--- config.mk ---
export PLATFORM = sky130hd
export DESIGN_NAME = adder_rr_arbiter
export DESIGN_NICKNAME = d
export VERILOG_FILES = /design/src/rtl/adder_rr_arbiter_pkg.sv /design/src/rtl/adder_rr_arbiter_adder.sv /design/src/rtl/adder_rr_arbiter.sv
export SDC_FILE = /design/constraint.sdc
export NUM_CORES = 1
export LEC_CHECK = 0
export CORE_MARGIN = 3
export CORE_UTILIZATION = 35
export CTS_BUF_LIST = sky130_fd_sc_hd__clkbuf_2
export CTS_CLUSTER_SIZE = 20
export DETAILED_ROUTE_END_ITERATION = 7
export GPL_ROUTABILITY_DRIVEN = 0
export PLACE_DENSITY = 0.74
export SETUP_SLACK_MARGIN = 0.1
export SYNTH_ARGS = -nofsm -noshare
export SYNTH_HDL_FRONTEND = slang
export SYNTH_SLANG_ARGS = --single-unit
--- constraint.sdc ---
create_clock -name clk_i -period 10.5 [get_ports clk_i]
set_clock_uncertainty 0.15 [all_clocks]
set_input_delay 1.05 -clock clk_i [delete_from_list [all_inputs] [get_ports clk_i]]
set_output_delay 1.05 -clock clk_i [all_outputs]
set_load 0.01 [all_outputs]
--- src/rtl/adder_rr_arbiter_pkg.sv ---
// Shared definitions for the round-robin arbitrated adder: output buffer state
// encoding and default fixed-point operand widths.
package adder_rr_arbiter_pkg;

  typedef enum logic {
    ST_EMPTY = 1'b0,
    ST_FULL  = 1'b1
  } state_e;

  localparam int unsigned DEF_I_WIDTH = 8;
  localparam int unsigned DEF_F_WIDTH = 8;

endpackage

--- src/rtl/adder_rr_arbiter_adder.sv ---
// Shared combinational adder: signed add with carry out of a W+1-bit
// sign-extended sum, or pass-through of operand A when disabled.
module adder_rr_arbiter_adder
  import adder_rr_arbiter_pkg::*;
#(
  parameter int unsigned W = DEF_I_WIDTH + DEF_F_WIDTH
) (
  input  logic [W-1:0] a_i,
  input  logic [W-1:0] b_i,
  input  logic         en_adder_i,
  output logic [W-1:0] sum_o,
  output logic         carry_o
);

  logic [W:0] w_full;

  always_comb begin
    w_full = {a_i[W-1], a_i} + {b_i[W-1], b_i};
    if (en_adder_i) begin
      {carry_o, sum_o} = w_full;
    end else begin
      sum_o   = a_i;
      carry_o = 1'b0;
    end
  end

endmodule

--- src/rtl/adder_rr_arbiter.sv ---
// N_REQ requesters share one adder through a round-robin arbiter feeding a
// single-entry output buffer that supports one result per cycle.
module adder_rr_arbiter
  import adder_rr_arbiter_pkg::*;
#(
  parameter int unsigned I_WIDTH = DEF_I_WIDTH,
  parameter int unsigned F_WIDTH = DEF_F_WIDTH,
  parameter int unsigned N_REQ   = 4,
  localparam int unsigned W      = I_WIDTH + F_WIDTH,
  localparam int unsigned ID_W   = $clog2(N_REQ)
) (
  input  logic               clk_i,
  input  logic               rst_i,
  input  logic [N_REQ-1:0]   req_valid_i,
  output logic [N_REQ-1:0]   req_ready_o,
  input  logic [N_REQ*W-1:0] req_a_i,
  input  logic [N_REQ*W-1:0] req_b_i,
  input  logic [N_REQ-1:0]   req_add_i,
  output logic               out_valid_o,
  input  logic               out_ready_i,
  output logic [W-1:0]       out_sum_o,
  output logic               out_carry_o,
  output logic [ID_W-1:0]    out_id_o
);

  state_e            r_state;
  state_e            w_state_d;
  logic [ID_W-1:0]   r_ptr;
  logic [ID_W-1:0]   w_ptr_nxt;
  logic [W-1:0]      r_sum;
  logic              r_carry;
  logic [ID_W-1:0]   r_id;

  logic [N_REQ-1:0]  w_rot;
  logic              w_found;
  logic [ID_W-1:0]   w_off;
  logic [ID_W-1:0]   w_gnt_idx;
  logic              w_can_grant;
  logic              w_grant;

  logic [W-1:0]      w_a;
  logic [W-1:0]      w_b;
  logic              w_add;
  logic [W-1:0]      w_sum;
  logic              w_carry;

  // Reduce a value in [0, 2*N_REQ-2] modulo N_REQ.
  function automatic logic [ID_W-1:0] rr_wrap(input logic [ID_W:0] x);
    if (x >= (ID_W+1)'(N_REQ)) begin
      return ID_W'(x - (ID_W+1)'(N_REQ));
    end
    return x[ID_W-1:0];
  endfunction

  // Rotate so that the pointer position lands at bit 0.
  always_comb begin
    w_rot = '0;
    for (int unsigned i = 0; i < N_REQ; i++) begin
      w_rot[i] = req_valid_i[rr_wrap({1'b0, r_ptr} + (ID_W+1)'(i))];
    end
  end

  // Lowest set bit of the rotated vector wins.
  always_comb begin
    w_found = 1'b0;
    w_off   = '0;
    for (int i = int'(N_REQ) - 1; i >= 0; i--) begin
      if (w_rot[i]) begin
        w_found = 1'b1;
        w_off   = ID_W'(i);
      end
    end
  end

  // Rotate back to an absolute requester index.
  assign w_gnt_idx   = rr_wrap({1'b0, r_ptr} + {1'b0, w_off});
  assign w_ptr_nxt   = rr_wrap({1'b0, w_gnt_idx} + (ID_W+1)'(1));
  assign w_can_grant = !rst_i && ((r_state == ST_EMPTY) || out_ready_i);
  assign w_grant     = w_can_grant && w_found;

  always_comb begin
    req_ready_o = '0;
    if (w_grant) begin
      req_ready_o[w_gnt_idx] = 1'b1;
    end
  end

  always_comb begin
    w_a   = '0;
    w_b   = '0;
    w_add = 1'b0;
    for (int unsigned k = 0; k < N_REQ; k++) begin
      if (w_gnt_idx == ID_W'(k)) begin
        w_a   = req_a_i[k*W +: W];
        w_b   = req_b_i[k*W +: W];
        w_add = req_add_i[k];
      end
    end
  end

  adder_rr_arbiter_adder #(
    .W (W)
  ) u_adder (
    .a_i        (w_a),
    .b_i        (w_b),
    .en_adder_i (w_add),
    .sum_o      (w_sum),
    .carry_o    (w_carry)
  );

  always_comb begin
    w_state_d = r_state;
    unique case (r_state)
      ST_EMPTY: begin
        if (w_grant) begin
          w_state_d = ST_FULL;
        end
      end
      ST_FULL: begin
        if (out_ready_i && !w_grant) begin
          w_state_d = ST_EMPTY;
        end
      end
      default: w_state_d = ST_EMPTY;
    endcase
  end

  always_ff @(posedge clk_i) begin
    if (rst_i) begin
      r_state <= ST_EMPTY;
      r_ptr   <= '0;
      r_sum   <= '0;
      r_carry <= 1'b0;
      r_id    <= '0;
    end else begin
      r_state <= w_state_d;
      if (w_grant) begin
        r_ptr   <= w_ptr_nxt;
        r_sum   <= w_sum;
        r_carry <= w_carry;
        r_id    <= w_gnt_idx;
      end
    end
  end

  assign out_valid_o = (r_state == ST_FULL);
  assign out_sum_o   = r_sum;
  assign out_carry_o = r_carry;
  assign out_id_o    = r_id;

endmodule

Word-level counts from Yosys, hierarchy flattened
Index checks and enable logic that the tools add are counted.
{"block": "op_classes", "n_lt_le_gt_ge": 12, "mul": 0, "n_addsub": 12, "div_mod_pow": 0, "n_reduce_logical": 8, "bitwise": 1, "shift": 0, "eq_ne": 3, "n_mux": 54}
{"operator": "16-bit 2-to-1 mux", "n": 9}
{"operator": "2-bit 2-to-1 mux", "n": 16}
{"operator": "1-bit 2-to-1 mux", "n": 22}
{"operator": "16-bit by 16-bit adder with 17-bit output", "n": 1}
{"operator": "3-bit >= comparator (second input constant)", "n": 5}
{"operator": "2-bit by 3-bit < comparator with 1-bit output (second input constant)", "n": 5}
{"operator": "2-bit by 1-bit subtractor with 2-bit output (second input constant)", "n": 6}
{"operator": "1-bit binary-select mux with 2-bit select", "n": 4}
{"operator": "2-bit by 1-bit adder with 3-bit output (second input constant)", "n": 2}
{"operator": "2-bit by 2-bit adder with 3-bit output (second input constant)", "n": 2}
{"operator": "2-bit == test (second input constant)", "n": 2}
{"operator": "1-bit logical AND", "n": 4}
{"operator": "4-bit 2-to-1 mux", "n": 1}
{"operator": "2-bit by 2-bit adder with 3-bit output", "n": 1}
{"operator": "2-bit by 3-bit >= comparator with 1-bit output (second input constant)", "n": 1}
{"operator": "1-bit demux with 2-bit select", "n": 1}
{"operator": "2-bit by 1-bit == test with 1-bit output (second input constant)", "n": 1}
{"operator": "2-bit by 1-bit >= comparator with 1-bit output (second input constant)", "n": 1}
{"operator": "1-bit zero test", "n": 2}
{"operator": "2-bit zero test", "n": 1}
{"operator": "1-bit case mux with 2 select lines", "n": 1}
{"operator": "1-bit logical OR", "n": 1}
{"operator": "1-bit NOT", "n": 1}
{"block": "totals", "latchBits": 0, "out_inout_bits": 24, "mem_count": 0, "in_bits": 139, "reg_bits": 22, "mem_bits_rw": 0, "word_cells": 95, "romBits": 0}

Longest topological paths before layout
Gate-level depths: netlist of the first run.
{"block": "logic_depth", "depth_word": 21, "mapped_depth": 26, "mapped_depth_nobuf": 22}

Cells and area by module
From an unflattened synthesis of the first run, not the netlist that was laid out.
{"block": "hier_totals", "hier_cells": 474, "area_unflattened_um2": 3253.1}
{"module": "adder_rr_arbiter", "cells_each": 317, "n_inst": 1, "area_each_um2": 2079.5, "seq_area_each_um2": 440.4}
{"module": "adder_rr_arbiter_adder", "cells_each": 157, "n_inst": 1, "area_each_um2": 1173.6, "seq_area_each_um2": 0.0}

Worst setup path after synthesis of the first run
No wires, ideal clock.
{"block": "synth_timing", "path_type": "input to register", "start": "in req_valid_i[1]", "end": "reg r_sum[12] (netlist: out_sum_o[12])", "required_time_ns": 10.258, "stages": 25, "setup_ns": 0.092, "setup_slack_ns": 4.730, "n_path_buf": 4, "t_arrival_ns": 5.528, "cell_sequence": "buf_2 nor2b_1 a221oi_1 a31oi_1 a211o_1 ha_1 xor2_1 xnor2_1 inv_1 ha_1 buf_2 clkbuf_1 clkbuf_1 nor2_1 a21oi_1 o21ai_0 ha_1 fa_1 a21o_1 a221oi_2 o31ai_2 a21oi_2 xnor2_1 nor3_1 nor4_1"}
{"block": "synth_via", "elab_chain_cells": 17, "elab_cells_between_ends": 41, "cone_classes": "3 x add/sub; 1 x order compare; 3 x eq/ne; 32 x mux; 2 x reduce/logical"}
{"element": "from (decl)", "line_no": "adder_rr_arbiter.sv:14", "source": "input logic [N_REQ-1:0] req_valid_i,"}
{"element": "1-bit binary-select mux with 2-bit select", "line_no": "adder_rr_arbiter.sv:59", "source": "w_rot[i] = req_valid_i[rr_wrap({1'b0, r_ptr} + (ID_W+1)'(i))];"}
{"element": "1-bit 2-to-1 mux (implied by the code)", "line_no": "adder_rr_arbiter.sv:59"}
{"element": "2-bit 2-to-1 mux (3 in a row)", "line_no": "adder_rr_arbiter.sv:68", "source": "if (w_rot[i]) begin"}
{"element": "2-bit 2-to-1 mux *", "line_no": "adder_rr_arbiter.sv:68"}
{"element": "2-bit by 2-bit adder with 3-bit output *", "line_no": "adder_rr_arbiter.sv:76", "source": "assign w_gnt_idx = rr_wrap({1'b0, r_ptr} + {1'b0, w_off});"}
{"element": "3-bit >= comparator or 2-bit by 1-bit subtractor with 2-bit output (tied branches)", "line_no": "adder_rr_arbiter.sv:49, adder_rr_arbiter.sv:50"}
{"element": "1-bit 2-to-1 mux or 2-bit 2-to-1 mux (tied branches)", "line_no": "adder_rr_arbiter.sv:49", "source": "if (x >= (ID_W+1)'(N_REQ)) begin"}
{"element": "2-bit 2-to-1 mux *", "line_no": "adder_rr_arbiter.sv:52", "source": "return x[ID_W-1:0];"}
{"element": "net w_gnt_idx[1]", "line_no": "adder_rr_arbiter.sv:37", "source": "logic [ID_W-1:0] w_gnt_idx;"}
{"element": "2-bit zero test", "line_no": "adder_rr_arbiter.sv:93", "source": "if (w_gnt_idx == ID_W'(k)) begin"}
{"element": "16-bit 2-to-1 mux (4 in a row)", "line_no": "adder_rr_arbiter.sv:93"}
{"element": "16-bit by 16-bit adder with 17-bit output", "line_no": "adder_rr_arbiter_adder.sv:18", "source": "w_full = {a_i[W-1], a_i} + {b_i[W-1], b_i};"}
{"element": "16-bit 2-to-1 mux *", "line_no": "adder_rr_arbiter_adder.sv:19", "source": "if (en_adder_i) begin"}
{"element": "to (signal assigned)", "line_no": "adder_rr_arbiter.sv:139", "source": "r_sum <= w_sum;"}
{"element": "to (decl)", "line_no": "adder_rr_arbiter.sv:30", "source": "logic [W-1:0] r_sum;"}
The timed path passes the listed nets; every way through them passes the cells marked *. The select of a mux whose other input is x is not followed.
A chain may end at the register's enable or synchronous reset.

Worst setup path in the final report of the first run
{"block": "layout_timing", "start": "in req_valid_i[1]", "end": "reg r_sum[12] (netlist: out_sum_o[12])"}
{"block": "layout_via", "elab_chain_cells": 17, "elab_cells_between_ends": 41, "cone_classes": "3 x add/sub; 1 x order compare; 3 x eq/ne; 32 x mux; 2 x reduce/logical"}
{"element": "1-bit binary-select mux with 2-bit select", "line_no": "adder_rr_arbiter.sv:59"}
{"element": "1-bit 2-to-1 mux (implied by the code)", "line_no": "adder_rr_arbiter.sv:59"}
{"element": "2-bit 2-to-1 mux (4 in a row)", "line_no": "adder_rr_arbiter.sv:68"}
{"element": "2-bit by 2-bit adder with 3-bit output", "line_no": "adder_rr_arbiter.sv:76"}
{"element": "3-bit >= comparator or 2-bit by 1-bit subtractor with 2-bit output (tied branches)", "line_no": "adder_rr_arbiter.sv:49, adder_rr_arbiter.sv:50"}
{"element": "1-bit 2-to-1 mux or 2-bit 2-to-1 mux (tied branches)", "line_no": "adder_rr_arbiter.sv:49"}
{"element": "2-bit 2-to-1 mux", "line_no": "adder_rr_arbiter.sv:52"}
{"element": "2-bit zero test", "line_no": "adder_rr_arbiter.sv:93"}
{"element": "16-bit 2-to-1 mux (4 in a row)", "line_no": "adder_rr_arbiter.sv:93"}
{"element": "16-bit by 16-bit adder with 17-bit output", "line_no": "adder_rr_arbiter_adder.sv:18"}
{"element": "16-bit 2-to-1 mux", "line_no": "adder_rr_arbiter_adder.sv:19"}
Several ways; a longest one is shown, not always the timed one. The select of a mux whose other input is x is not followed.

==> reports/metrics.cfg, run 1 <==
[synthesis]
synth_edf_count = 0
yosysTopAreaCell = dfxtp_1
synth_fp_nets = 598
ys_seq_area_frac = 0.150
syn_avg_cell_area_sq_um = 6.71
mappedNetlistArea_sq_mm = 0.00293
ys_warn_count = 0
ys_types = 59
synthFlopType = dfxtp_1
synth.area.top_cells = dfxtp_1, a21oi_1, ha_1
syn_inst = 437
ys_top_cells_by_count = a21oi_1, nor2_1, nand2_1
ys_async_sr_fraction = 0
synth-seq-cells = 22
synth_top_area_frac = 0.150

[finish]
diodes = 0
multi_input_area_sq_mm = 0.00229
area_delta_synth_final_pct = 55.4
final_nets = 729
fill_cells = 744
drive_above_1_share = 0.0424
seq_area_sq_um = 440

[clock_network]
clock-sinks = 22
clock_latency_ns = 0.31
cts.clk_slew.worst_paths_ns = 0.19
post_cts_buffers = 0
cts_resized = 0
root_buffer = clkbuf_2
postCtsHoldBufs = 0
clockBufferDepth = 2
cts_max_level = 1
cts_tree = built
cts_buffers = 3

[timing]
fmax_mhz = 152
fin_setup_tns_ns = 0
min_period_ns = 6.57
setup_viol = 0
fin_crit_sh = 0.626
slew_viol_final = 0
slew_headroom = 0.296
hold_viol = 0
rsz0062_at_grt = false
worst_pin_slew_ns = 1.06
worst_slack_ns = 3.93

[pwr]
power.leakage_uw = 0.00176
ir_drop_mv = 0.362
power_density_mw_per_mm2 = 427

[worst_setup_path]
crit_top_cell = ha_1
cp-start-kind = input port
crit_slowest_cell = clkdlybuf4s50_1
slowest_delay_ns = 0.65
path_delay_family = compound AO/OA/AOI/OAI gates
required_ns = 10.58
cp_max_fo = 36
end_kind = flip-flop
cp.arrival_ns = 6.65
crit_chain = clkdlybuf4s50_1 > nor2b_1 > a221oi_1 > a31oi_1 > a211o_1 > ha_1 > xor2_1 > xnor2_1 > ha_1 > buf_4 > nor2b_4 > a22oi_1 > nor2_1 > a21oi_1 > o21ai_0 > ha_1 > a21o_1 > a221oi_2 > o31ai_2 > a21oi_2 > xnor2_1 > nor3_1 > nor4_1
path_buf_inv = 2
crit_type = in -> reg

[drt]
drtIter0Drc = 225
ant_nets = 0
drt_pre_antenna_iters = 4
wirelength_um = 11200
vias = 3719
routed.top_layer = met4
wl_per_cell_um = 16.8
viasPerCell = 5.57
wl_met1_um = 4990
routed-wl-met2_um = 5300
drc_errors = 0
wl_met3_um = 731

[floorplan]
fp.dieW_um = 97.5
design.die.area_sq_mm = 0.00951
rows = 32
pin_count = 163
core_area_sq_mm = 0.00793
start_util = 0.370
die_y_um = 97.5

[grt]
grt_pass1_vias = 3590
grt_util_all_layers = 0.226
antenna_found_initial = 0
grt_first_pass_wirelength_um = 17900
grt_start_max_net_pins = 68
grt.overflow.total = 0

[status]
status = finished, final reports clean

[placed_design]
post-dp-hpwl_um = 8890
dp_slack_ns = 3.59
io_buffers = 162

[hold_path]
hp-class = reg -> reg

[run]
maxCapViolCount = 0

[area by class of cell]
cell class,count,share of cell area
Tap cell,102,0.0280
Inverter,7,0.00577
Sequential cell,22,0.0967
Timing Repair Buffer,166,0.363
Multi-Input combinational cell,368,0.503
Clock buffer,3,0.00330
[path summary, 6_finish.rpt]
check                  from  depth (start not counted)             to  slack, ns
max reg2reg        r_ptr[0]                         22  out_sum_o[12]       4.80
max          req_valid_i[1]                         23  out_sum_o[12]       3.93
min reg2reg     out_id_o[0]                          2    out_id_o[0]       0.32
min             out_id_o[0]                          2    out_id_o[0]       0.32
[layer usage]
metal / vias to the layer above / GRT usage
met5: - / 0
met1: 1699 / 0.295
met2: 137 / 0.386
met4: 0 / 0.0426
met3: 18 / 0.0452
li1: 1865 / -
[tightest hold or removal path: stages, from the launching register on]
cell	delay [ns]
dfxtp_1	0.35
nand2_1	0.05
a21oi_1	0.05
[cells in the final DEF, fill, tap and decap left out, types with 3 or more instances in the layout]
cell             count
a22oi_1             29
nor2b_1              6
mux2i_1              3
ha_1                19
clkbuf_2             3
and3_1               7
inv_1                7
nand2_1             50
clkdlybuf4s50_1    162
dfxtp_1             22
a31oi_1              7
nor2_1              55
a21oi_1             55
xor2_1               7
a211oi_1             5
a221oi_1             4
nand2b_1             4
o211ai_1             5
nor4_1               4
nand3_1              8
xnor2_1              5
o31ai_1              4
a21o_1               4
nor3_1               8
buf_4                4
o21ai_0             41
[flip-flops by register name (all words and copies together), names as in the netlist]
name / cells
out_carry_o: 1
out_id_o: 2
out_sum_o: 16
out_valid_o: 1
r_ptr: 2
[power by group]
group	internal [uW]	switching (uW)	total [uW]
sequential	114	19.8	134
clock	7.79	23.2	30.9
combinational	731	1050	1780
[logic make-up (layout without fill, tap and decap cells)]
kind of cell    after synthesis  after routing  synth area share
compound gates              176            176             0.389
simple gates                153            153             0.236
buf+inv                      47            176            0.0704
fa+ha+maj                    22             22            0.0965
flops                        22             22             0.150
xor+xnor                     12             12            0.0359
mux                           5              5            0.0218
[metrics by stage]
| step | instances | cell area (sq um) | total power [uW] | util | hold slack (ns) |
|---|---|---|---|---|---|
| finish | 668 | 4550 | 1940 | 0.574 | 0.318 |
| detailed placement | 665 | 4540 | 1890 | 0.572 | 0.300 |
| CTS | 668 | 4550 | 1930 | 0.574 | 0.322 |
| floorplan | 437 | 2930 | 1490 | - | 0.326 |
| global route | 668 | 4550 | 2160 | 0.574 | 0.354 |
| global placement | 665 | 4540 | 1860 | 0.572 | 0.296 |
No activity file was read; power rests on OpenSTA's default activity.
==> run 2, diff against run 1 <==
- clock period: 10.5 -> 6.5 ns (I/O delays scaled with it)
==> reports/metrics.cfg, run 2 (synthesized netlist as in run 1, its figures left out) <==
[status]
status = finished, final reports clean

[hold_path]
hp-class = reg -> reg
hold_end = out_sum_o[2]
holdCritStartpoint = out_sum_o[2]
holdPathStages = 2

[clock_network]
cts_resized = 0
post_cts_buffers = 0
clock-sinks = 22
cts.clk_slew.worst_paths_ns = 0.22
cts_buffers = 3
cts_max_level = 1
clock_latency_ns = 0.34
clockBufferDepth = 2
postCtsHoldBufs = 0
cts_tree = built
root_buffer = clkbuf_2

[finish]
area_delta_synth_final_pct = 57.9
drive_above_1_share = 0.0541
largest_register_ffs = 16
final_cell_mix = clkdlybuf4s50_1, nor2_1, a21oi_1, nand2_1, o21ai_0
diodes = 0
final_nets = 735
final_common_cell = clkdlybuf4s50_1

[grt]
grt_start_max_net_pins = 40
grt_pass1_vias = 3506
grt.overflow.total = 0
grt_util_all_layers = 0.223
antenna_found_initial = 0
grt_first_pass_wirelength_um = 17700

[worst_setup_path]
required_ns = 6.60
ff2ff_path_depth = 23
cp-start-kind = input port
r2r_setup_slack_ns = 0.95
end_kind = flip-flop
rr_startpoint = r_ptr[0]
cp.arrival_ns = 6.08
crit_type = in -> reg
reg2reg_to = out_sum_o[12]
cp_max_fo = 20

[timing]
slew_headroom = 0.504
rsz0062_at_grt = false
fin_setup_tns_ns = 0
worst_slack_ns = 0.512
slew_viol_final = 0
fin_crit_sh = 0.921
worst_pin_slew_ns = 0.729
setup_viol = 0
min_period_ns = 5.99
fmax_mhz = 167
hold_viol = 0

[drt]
drt_pre_antenna_iters = 4
wl_per_cell_um = 16.6
drtIter0Drc = 181
wirelength_um = 11200
drc_errors = 0
viasPerCell = 5.43
ant_nets = 0
vias = 3667

[placed_design]
dp_slack_ns = 0.227
post-dp-hpwl_um = 9010
io_buffers = 162

[pwr]
p_total_uw = 3240
power.leakage_uw = 0.00181
ir_drop_mv = 0.502
power_density_mw_per_mm2 = 701

[floorplan]
rows = 32
core_area_sq_mm = 0.00793
fp.dieW_um = 97.5
design.die.area_sq_mm = 0.00951
die_y_um = 97.5
start_util = 0.370
pin_count = 163

[run]
maxCapViolCount = 0

-- run 2: worst max path at each step --
stage | start | endpoint | cells past startpoint
2_1_floorplan | req_valid_i[1] | out_sum_o[12] | 25
3_3_place_gp | req_valid_i[1] | out_sum_o[15] | 24
3_5_place_dp | req_valid_i[1] | out_sum_o[12] | 24
4_1_cts | req_valid_i[1] | out_sum_o[12] | 24
5_1_grt | req_valid_i[1] | out_sum_o[12] | 24
6_report | req_valid_i[1] | out_sum_o[12] | 24
-- run 2: through the flow --
stage                     hold WS (ns)  instance area [sq um]  std cells  utilization
final                            0.324                   4630        675        0.584
after floorplan                  0.326                   2930        437            -
after detailed placement         0.302                   4580        671        0.578
after global routing             0.344                   4630        675        0.584
after CTS                        0.329                   4630        675        0.584
after global placement           0.295                   4580        671        0.578
-- run 2: critical path, stage by stage --
cell and delay (ns):
clkdlybuf4s50_1 0.66, nor2b_1 0.12, a221oi_1 0.34, a31oi_1 0.07, a211o_1 0.28, ha_1 0.19, xor2_1 0.15, xnor2_1 0.32
ha_1 0.26, nor2b_4 0.34, buf_4 0.31, a22oi_1 0.10, nor2_1 0.10, a21oi_1 0.05, o21ai_0 0.40, buf_4 0.21
ha_1 0.28, a21oi_1 0.26, o221a_2 0.26, o31ai_2 0.07, a21oi_2 0.19, xnor2_1 0.14, nor3_1 0.06, nor4_1 0.26
-- run 2: layout make-up --
class | instances | area [sq um]
fillers | 760 | 3300
clock buffers | 3 | 15.0
flip-flops and latches | 22 | 440
inverters | 7 | 26.3
clock inverters | 1 | 30.0
well taps | 102 | 128
repair buffers | 172 | 1700
multi-input cells | 368 | 2290
-- run 2: power breakdown --
part	switching (uW)	internal, uW
sequential	30.9	184
combinational	1700	1230
clock	42.6	53.1
total	1780	1460
-- run 2: metal layers --
layer | vias up | routed length [um] | global-route usage
li1 | 1872 | - | -
met1 | 1659 | 4840 | 0.286
met2 | 126 | 5510 | 0.391
met3 | 10 | 671 | 0.0438
met4 | 0 | 161 | 0.0405
met5 | - | 0 | 0
